===== config.mk =====
export PLATFORM = sky130hd
export DESIGN_NAME = seg7_score_feeder_flat
export DESIGN_NICKNAME = d
export VERILOG_FILES = /design/src/rtl/seg7_score_feeder_pkg.sv /design/src/rtl/seg7_score_feeder_if.sv /design/src/rtl/seg7_score_feeder_bin2bcd_seq.sv /design/src/rtl/seg7_score_feeder.sv /design/src/flat_wrapper.sv
export SDC_FILE = /design/constraint.sdc
export NUM_CORES = 1
export LEC_CHECK = 0
export BUFFER_PORTS_ARGS = -buffer_cell sky130_fd_sc_hd__buf_2
export CAP_MARGIN = 20
export CORE_AREA = 3 3 124 90
export DETAILED_ROUTE_END_ITERATION = 16
export DIE_AREA = 0 0 127 93
export HOLD_SLACK_MARGIN = 0.15
export PLACE_DENSITY = 0.81
export REMOVE_ABC_BUFFERS = 1
export SLEW_MARGIN = 20
export SYNTH_ARGS = -nofsm -noshare
export SYNTH_HDL_FRONTEND = slang
export SYNTH_SLANG_ARGS = --single-unit

===== constraint.sdc =====
create_clock -name clk -period 9.6 [get_ports clk]
set_clock_uncertainty 0.15 [all_clocks]
set_input_delay 1.44 -clock clk [delete_from_list [all_inputs] [get_ports clk]]
set_output_delay 1.44 -clock clk [all_outputs]
set_load 0.01 [all_outputs]

===== src/rtl/seg7_score_feeder_pkg.sv =====
// rtl/seg7_score_feeder_pkg.sv - shared types, sizes and BCD helper for the score feeder
// Purpose: FSM state type, display geometry, default divider taps and the
//          double-dabble nibble-adjust step used by the conversion engine.
// Ports:   none (package)
package seg7_score_feeder_pkg;

  typedef enum logic [1:0] {
    ST_IDLE = 2'd0,
    ST_CONV = 2'd1,
    ST_LOAD = 2'd2
  } state_e;

  localparam int NUM_DIGITS    = 8;
  localparam int BCD_W         = 32;
  localparam int DEF_SCAN_DIV  = 17;
  localparam int DEF_BLINK_DIV = 25;

  // One double-dabble correction: every nibble >= 5 gets +3 so that the
  // following left shift carries correctly into the next decimal digit.
  function automatic logic [BCD_W-1:0] dabble_adjust(input logic [BCD_W-1:0] v);
    logic [BCD_W-1:0] r;
    r = v;
    for (int i = 0; i < NUM_DIGITS; i++) begin
      if (v[4*i +: 4] >= 4'd5) begin
        r[4*i +: 4] = v[4*i +: 4] + 4'd3;
      end
    end
    return r;
  endfunction

endpackage


===== src/rtl/seg7_score_feeder_if.sv =====
// rtl/seg7_score_feeder_if.sv - score input and display-side signal bundle
// Purpose: groups the score strobe, blink request and all display outputs.
// Signals: score_valid/score/blink_en (master -> feeder),
//          busy/update/data/point/les/clk_scan/clk_blink (feeder -> master).
interface seg7_score_feeder_if #(
  parameter int SCORE_W = 16
);
  import seg7_score_feeder_pkg::*;

  logic               score_valid;
  logic [SCORE_W-1:0] score;
  logic               blink_en;
  logic               busy;
  logic               update;
  logic [BCD_W-1:0]   data;
  logic [7:0]         point;
  logic [7:0]         les;
  logic [1:0]         clk_scan;
  logic               clk_blink;

  modport master (
    output score_valid, score, blink_en,
    input  busy, update, data, point, les, clk_scan, clk_blink
  );

  modport slave (
    input  score_valid, score, blink_en,
    output busy, update, data, point, les, clk_scan, clk_blink
  );

endinterface


===== src/rtl/seg7_score_feeder_bin2bcd_seq.sv =====
// rtl/seg7_score_feeder_bin2bcd_seq.sv - sequential double-dabble binary to BCD engine
// Purpose: one adjust+shift step per cycle while step_i is high; start_i loads
//          a new binary value and clears the BCD accumulator and bit counter.
// Ports:   clk, rst (async, active-high), start_i, step_i, bin_i[SCORE_W],
//          done_o (this step is the last one), bcd_o[32].
module seg7_score_feeder_bin2bcd_seq
  import seg7_score_feeder_pkg::*;
#(
  parameter int SCORE_W = 16
) (
  input  logic               clk,
  input  logic               rst,
  input  logic               start_i,
  input  logic               step_i,
  input  logic [SCORE_W-1:0] bin_i,
  output logic               done_o,
  output logic [BCD_W-1:0]   bcd_o
);

  localparam int CNT_W = (SCORE_W > 1) ? $clog2(SCORE_W) : 1;

  logic [SCORE_W-1:0]       bin_q, bin_d;
  logic [BCD_W-1:0]         bcd_q, bcd_d;
  logic [CNT_W-1:0]         cnt_q, cnt_d;
  logic [BCD_W+SCORE_W-1:0] shifted;

  always_comb begin
    bin_d   = bin_q;
    bcd_d   = bcd_q;
    cnt_d   = cnt_q;
    shifted = {dabble_adjust(bcd_q), bin_q} << 1;
    if (start_i) begin
      bin_d = bin_i;
      bcd_d = '0;
      cnt_d = '0;
    end else if (step_i) begin
      bcd_d = shifted[BCD_W+SCORE_W-1:SCORE_W];
      bin_d = shifted[SCORE_W-1:0];
      cnt_d = cnt_q + 1'b1;
    end
  end

  always_ff @(posedge clk or posedge rst) begin
    if (rst) begin
      bin_q <= '0;
      bcd_q <= '0;
      cnt_q <= '0;
    end else begin
      bin_q <= bin_d;
      bcd_q <= bcd_d;
      cnt_q <= cnt_d;
    end
  end

  assign done_o = step_i && (cnt_q == CNT_W'(SCORE_W - 1));
  assign bcd_o  = bcd_q;

endmodule


===== src/rtl/seg7_score_feeder.sv =====
// rtl/seg7_score_feeder.sv - binary score to packed BCD feeder with display timing
// Purpose: converts scores to 8-digit BCD, keeps a 1-deep newest-wins pending
//          slot for strobes arriving while busy, and derives scan/blink clocks
//          from one free-running divider.
// Ports:   clk, rst (async, active-high), bus (slave modport of seg7_score_feeder_if).
module seg7_score_feeder
  import seg7_score_feeder_pkg::*;
#(
  parameter int SCORE_W   = 16,
  parameter int SCAN_DIV  = DEF_SCAN_DIV,
  parameter int BLINK_DIV = DEF_BLINK_DIV
) (
  input logic                clk,
  input logic                rst,
  seg7_score_feeder_if.slave bus
);

  state_e               state_q, state_d;
  logic [BLINK_DIV-1:0] div_q;
  logic                 pend_v_q, pend_v_d;
  logic [SCORE_W-1:0]   pend_val_q, pend_val_d;
  logic [7:0]           les_q;
  logic [BCD_W-1:0]     data_q, data_d;
  logic                 update_q, update_d;

  logic                 eng_start;
  logic [SCORE_W-1:0]   eng_bin;
  logic                 eng_done;
  logic [BCD_W-1:0]     eng_bcd;

  seg7_score_feeder_bin2bcd_seq #(.SCORE_W(SCORE_W)) u_bin2bcd (
    .clk     (clk),
    .rst     (rst),
    .start_i (eng_start),
    .step_i  (state_q == ST_CONV),
    .bin_i   (eng_bin),
    .done_o  (eng_done),
    .bcd_o   (eng_bcd)
  );

  always_comb begin
    state_d    = state_q;
    pend_v_d   = pend_v_q;
    pend_val_d = pend_val_q;
    data_d     = data_q;
    update_d   = 1'b0;
    eng_start  = 1'b0;
    eng_bin    = bus.score_valid ? bus.score : pend_val_q;
    case (state_q)
      ST_IDLE: begin
        // A fresh strobe beats the pending value; either way the slot empties.
        if (bus.score_valid || pend_v_q) begin
          eng_start = 1'b1;
          pend_v_d  = 1'b0;
          state_d   = ST_CONV;
        end
      end
      ST_CONV: begin
        if (eng_done) state_d = ST_LOAD;
      end
      ST_LOAD: begin
        data_d   = eng_bcd;
        update_d = 1'b1;
        state_d  = ST_IDLE;
      end
      default: state_d = ST_IDLE;
    endcase
    if (state_q != ST_IDLE && bus.score_valid) begin
      pend_v_d   = 1'b1;
      pend_val_d = bus.score;
    end
  end

  always_ff @(posedge clk or posedge rst) begin
    if (rst) begin
      state_q    <= ST_IDLE;
      div_q      <= '0;
      pend_v_q   <= 1'b0;
      pend_val_q <= '0;
      les_q      <= '0;
      data_q     <= '0;
      update_q   <= 1'b0;
    end else begin
      state_q    <= state_d;
      div_q      <= div_q + 1'b1;
      pend_v_q   <= pend_v_d;
      pend_val_q <= pend_val_d;
      les_q      <= {8{bus.blink_en}};
      data_q     <= data_d;
      update_q   <= update_d;
    end
  end

  assign bus.busy      = (state_q != ST_IDLE);
  assign bus.update    = update_q;
  assign bus.data      = data_q;
  assign bus.point     = 8'h00;
  assign bus.les       = les_q;
  assign bus.clk_scan  = div_q[SCAN_DIV-1 -: 2];
  assign bus.clk_blink = div_q[BLINK_DIV-1];

endmodule


===== src/flat_wrapper.sv =====
// flat-port wrapper written by rule: the top's interface ports become plain ports
module seg7_score_feeder_flat import seg7_score_feeder_pkg::*;
#(
  parameter int SCORE_W   = 16,
  parameter int SCAN_DIV  = DEF_SCAN_DIV,
  parameter int BLINK_DIV = DEF_BLINK_DIV
)
  (clk, rst, bus_score_valid, bus_score, bus_blink_en, bus_busy, bus_update, bus_data, bus_point, bus_les, bus_clk_scan, bus_clk_blink);
  seg7_score_feeder_if #(.SCORE_W(SCORE_W)) bus_i ();
  input logic clk;
  input logic rst;
  input wire logic [$bits(bus_i.score_valid)-1:0] bus_score_valid;
  input wire logic [$bits(bus_i.score)-1:0] bus_score;
  input wire logic [$bits(bus_i.blink_en)-1:0] bus_blink_en;
  output wire logic [$bits(bus_i.busy)-1:0] bus_busy;
  output wire logic [$bits(bus_i.update)-1:0] bus_update;
  output wire logic [$bits(bus_i.data)-1:0] bus_data;
  output wire logic [$bits(bus_i.point)-1:0] bus_point;
  output wire logic [$bits(bus_i.les)-1:0] bus_les;
  output wire logic [$bits(bus_i.clk_scan)-1:0] bus_clk_scan;
  output wire logic [$bits(bus_i.clk_blink)-1:0] bus_clk_blink;
  assign bus_i.score_valid = bus_score_valid;
  assign bus_i.score = bus_score;
  assign bus_i.blink_en = bus_blink_en;
  assign bus_busy = bus_i.busy;
  assign bus_update = bus_i.update;
  assign bus_data = bus_i.data;
  assign bus_point = bus_i.point;
  assign bus_les = bus_i.les;
  assign bus_clk_scan = bus_i.clk_scan;
  assign bus_clk_blink = bus_i.clk_blink;
  seg7_score_feeder #(.SCORE_W(SCORE_W), .SCAN_DIV(SCAN_DIV), .BLINK_DIV(BLINK_DIV)) u_core (.clk(clk), .rst(rst), .bus(bus_i));
endmodule

Yosys cells after proc, flatten, opt, wreduce, memory -nomap -nowiden
Index checks and enable logic that the tools add are counted.

Flip-flop bits (word level): 130. Bits in latches: 0. Bits in writable memories: 0. Bits in read-only memories: 0. Bits of input ports: 20. Logic and storage cells: 67. Memories kept: 0.

Add/sub/neg operators: 10. $mul: 0. Divide/modulo/power cells: 0. $lt $le $gt $ge: 8. Eq/ne operators: 5. Shift operators: 0. Mux-type cells: 24. Bitwise logic cells: 0. Reduce and logical (&&, ||, !) cells: 10.

Operator list (number): 32-bit 2-to-1 mux (2); 16-bit 2-to-1 mux (3); 4-bit 2-to-1 mux (9); 4-bit by 3-bit >= comparator with 1-bit output (second input constant) (8); 4-bit by 2-bit adder with 4-bit output (second input constant) (7); 25-bit by 1-bit adder with 25-bit output (second input constant) (1); 2-bit nonzero test (4); 1-bit 2-to-1 mux (6); 4-bit by 1-bit adder with 4-bit output (second input constant) (1); 4-bit == test (second input constant) (1); 2-bit 2-to-1 mux (2); 2-bit by 1-bit != test with 1-bit output (second input constant) (2); 2-bit one-hot mux with 2 select lines (1); 2-bit AND reduction (2); 3-bit by 2-bit adder with 3-bit output (second input constant) (1); 3-bit 2-to-1 mux (1); 2-bit by 1-bit == test with 1-bit output (second input constant) (1); 2-bit == test (second input constant) (1); 1-bit logical AND (2); 2-bit logical NOT (1); 1-bit logical OR (1).

Depth between registers and ports, before layout
Depth in word-level cells: 4. Gate-level depth with buffers: 6. Gate-level depth less buffers: 6.

Modules after synthesis
A second synthesis with hierarchy kept.

Cells, all modules: 556. Area total of the unflattened synthesis: 6298.5 um^2.

By module, submodules not included: seg7_score_feeder (times used 1, cells an instance 246, area an instance 3379.5 um^2, seq. area each 1951.9 um^2); seg7_score_feeder_bin2bcd_seq (times used 1, cells an instance 310, area an instance 2919.0 um^2, seq. area each 1301.2 um^2).

Least setup slack after synthesis
Ideal clock, no wire load.

Path kind: input-to-reg. Start point: in bus_score_valid. End point: reg u_core.u_bin2bcd.bin_q[10]. Setup time: 0.126 ns. Arrival time: 2.505 ns. Required time: 9.324 ns. Path slack: 6.819 ns. Stages: 5. Path buffers: 2. Path through: buf_2 o21ai_2 clkbuf_1 nor2_1 a221o_1.

Longest elaborated chain between the ends: 4. Elaborated cells between the ends (all ways): 6.

RTL lines: start, declared (line flat_wrapper.sv:12) `input wire logic [$bits(bus_i.score_valid)-1:0] bus_score_valid;`; 1-bit logical OR (line seg7_score_feeder.sv:52) `if (bus.score_valid || pend_v_q) begin`; 1-bit 2-to-1 mux (line seg7_score_feeder.sv:52); 1-bit 2-to-1 mux (line seg7_score_feeder.sv:49) `case (state_q)`; 16-bit 2-to-1 mux or 2-bit nonzero test (tied branches); end signal, assigned (line seg7_score_feeder_bin2bcd_seq.sv:49) `bin_q <= bin_d;`; end, declared (line seg7_score_feeder_bin2bcd_seq.sv:22) `logic [SCORE_W-1:0] bin_q, bin_d;`.

Parallel ways exist; a longest one is shown, timed or not. A chain may end at the register's enable or synchronous reset.

Worst setup path in the final report
Start point: in bus_score_valid. End point: reg u_core.u_bin2bcd.bin_q[12].

The elaborated chain is that of the path after synthesis.

==> results.cfg <==
[synthesis]
synth_edf_count = 0
ys_seq_area_frac = 0.542
syn-mean-instance-area_sq_um = 11.4
synth_cell_type_count = 40
syn_inst = 524
synth_seq_cells = 130
yosysWarnings = 0
async_reset_ff_frac = 1.00
synthFlopType = dfrtp_1
netlist_area_sq_um = 6000

[hold_path]
hold_depth = 1
hp-class = flop to flop
hold_path_startpoint = u_core.u_bin2bcd.cnt_q[3]

[worst_setup_path]
arrival_ns = 3.22
cp-start-kind = primary input
crit_fanout = 46
cp-end-kind = flop
worst-endpoint-required_ns = 9.79
r2r-start = u_core.state_q[1]
crit_end = u_core.u_bin2bcd.bin_q[12]
reg2reg_to = u_core.u_bin2bcd.bin_q[12]
worstSetupPathType = primary input to flop
worstSetupStartpoint = bus_score_valid
regToRegSetupSlack_ns = 7.35
ff2ff_path_depth = 4

[detailed_routing]
dr.pass1.iters = 4
drc = 0
drtAntennaViolNets = 0
wl_per_cell_um = 16.1
vias = 4090
dr.first_iter.drc_count = 272
wl_um = 11600
routed_via_density = 5.67

[clocking]
clk_latency_ns = 0.41
cts_hold_buf = 0
post_cts_resized = 0
postCtsSetupRepairBufs = 0
cts_made_buffers = 17
cts.sinks = 130
h-tree-depth = 4
cts_buffer_depth = 2
path_clk_slew_ns = 0.06
cts_tree = built
cts_root_buf = clkbuf_16

[floorplan]
rows = 31
core_sq_um = 10200
die_h_um = 93
fp.dieW_um = 127
start_util = 0.590
dieArea_sq_um = 11800
ios = 73

[sta]
fin_crit_ns = 3.03
setup_tns_ns = 0
slew_viol_final = 0
tightest_slew_ns = 1.01
hold_viol_final = 0
rsz0062_at_grt = no
fmax_mhz = 330
slew_headroom = 0.323
setup_viol = 0
finalCritPeriodShare = 0.316

[grt]
grt_pass1_vias = 4141
grt_antenna_before_repair = 0
grt_max_degree = 78
grt_pass1_wl_um = 19700
grt-ovfl-total = 0
grt_use_total = 0.207

[layout]
drive_gt1_frac = 0.202
antennaDiodeCount = 0
fin_nets = 614
syn_to_final_growth_pct = 15.7
design_area_sq_um = 6940

[placement]
place_congestion = 0.764
dpl_cell_area_sq_um = 6320
portBuffers = 64
dp_hpwl_um = 7350

[power_and_ir_drop]
peakVddDrop_mv = 0.176
power_density_nw_per_um2 = 306
p_leak_nw = 3.27

[status]
outcome = finished, final reports clean

[run]
cap_violations = 0
power breakdown:
group	switching, mW	internal (mW)
clock	0.228	0.459
combinational	0.324	0.279
sequential	0.127	0.710
total	0.679	1.45
final cells by class:
| type | count | area, sq um |
|---|---|---|
| clock buffers | 21 | 440 |
| clock inverters | 11 | 185 |
| fillers | 745 | 3220 |
| inverters | 23 | 88.8 |
| multi-input cells | 336 | 2460 |
| flip-flops and latches | 130 | 3250 |
| well taps | 132 | 165 |
| repair buffers | 68 | 350 |
cells in the final DEF, fill, tap and decap left out, drive strengths merged, types with 9 or more instances in the layout:
| cell | instances |
|---|---|
| a21oi | 12 |
| a221o | 15 |
| buf | 68 |
| clkbuf | 21 |
| dfrtp | 130 |
| ha | 18 |
| inv | 23 |
| mux2 | 40 |
| mux2i | 17 |
| nand2 | 31 |
| nand2b | 9 |
| nand3 | 36 |
| nor2 | 23 |
| o21ai | 47 |
| o31ai | 12 |
| xnor2 | 20 |
| xor2 | 15 |
stage by stage:
step / std cells / worst slack [ns] / util / hold slack [ns] / power (mW)
final: 721 / 6.57 / 0.683 / 0.321 / 2.13
after global routing: 721 / 6.46 / 0.683 / 0.338 / 2.26
after CTS: 721 / 6.61 / 0.683 / 0.322 / 2.14
after detailed placement: 689 / 6.23 / 0.622 / 0.312 / 1.44
after global placement: 689 / 6.30 / 0.622 / 0.299 / 1.40
after floorplan: 489 / 4.54 / - / 0.284 / 1.26
cell usage after synthesis, drive strengths merged (2+ instances only):
master | number | area, sq um
dfrtp | 130 | 3250
o21ai | 47 | 239
mux2 | 40 | 450
nand3 | 36 | 180
nand2 | 31 | 119
buf | 29 | 194
inv | 23 | 86.3
nor2 | 23 | 88.8
xnor2 | 20 | 175
ha | 18 | 225
mux2i | 17 | 170
a221o | 15 | 150
xor2 | 15 | 131
clkbuf | 13 | 48.8
a21oi | 12 | 63.8
o31ai | 12 | 90.1
nand2b | 9 | 56.3
a32o | 8 | 80.1
nand4 | 5 | 37.5
nor3 | 5 | 45.0
and3 | 3 | 18.8
and4 | 3 | 26.3
nor3b | 3 | 22.5
and2 | 2 | 12.5
critical path: stages:
cell,delay (ns)
buf_2,0.28
o21ai_4,0.18
buf_4,0.43
and2_1,0.59
a221o_1,0.27
routing by layer:
metal | wire length (um) | vias up | GRT usage | share of wire
li1 | - | 1930 | - | -
met5 | 0 | - | 0 | 0
met2 | 5600 | 98 | 0.335 | 0.48
met1 | 5360 | 2045 | 0.279 | 0.46
met3 | 472 | 17 | 0.0422 | 0.041
met4 | 170 | 0 | 0.0795 | 0.015
kinds of logic (layout without fill, tap and decap cells):
| logic type | count (synthesis) | after routing | share of synthesized area |
|---|---|---|---|
| flip-flops | 130 | 130 | 0.542 |
| AND/OR/NAND/NOR | 124 | 124 | 0.106 |
| AO/OA/AOI/OAI | 94 | 94 | 0.104 |
| buffers and inverters | 65 | 123 | 0.0548 |
| multiplexers | 57 | 57 | 0.103 |
| XOR/XNOR | 35 | 35 | 0.0511 |
| adder cells (fa/ha/maj) | 18 | 18 | 0.0375 |
| other | 1 | 8 | 0.000625 |
registers in the layout, indices dropped and copies added (netlist names):
register	cells
u_core.bus.data	32
u_core.bus.les	1
u_core.bus.update	1
u_core.div_q	25
u_core.pend_v_q	1
u_core.pend_val_q	16
u_core.state_q	2
u_core.u_bin2bcd.bcd_o	32
u_core.u_bin2bcd.bin_q	16
u_core.u_bin2bcd.cnt_q	4
worst min path at each step:
| stage | to | slack, ns |
|---|---|---|
| CTS | u_core.div_q[19] | 0.32 |
| finish | u_core.u_bin2bcd.cnt_q[3] | 0.32 |
| global route | u_core.div_q[23] | 0.34 |
| global placement | u_core.div_q[19] | 0.30 |
| floorplan | u_core.div_q[19] | 0.28 |
| detailed placement | u_core.div_q[19] | 0.31 |
No activity file was read; power rests on OpenSTA's default activity.
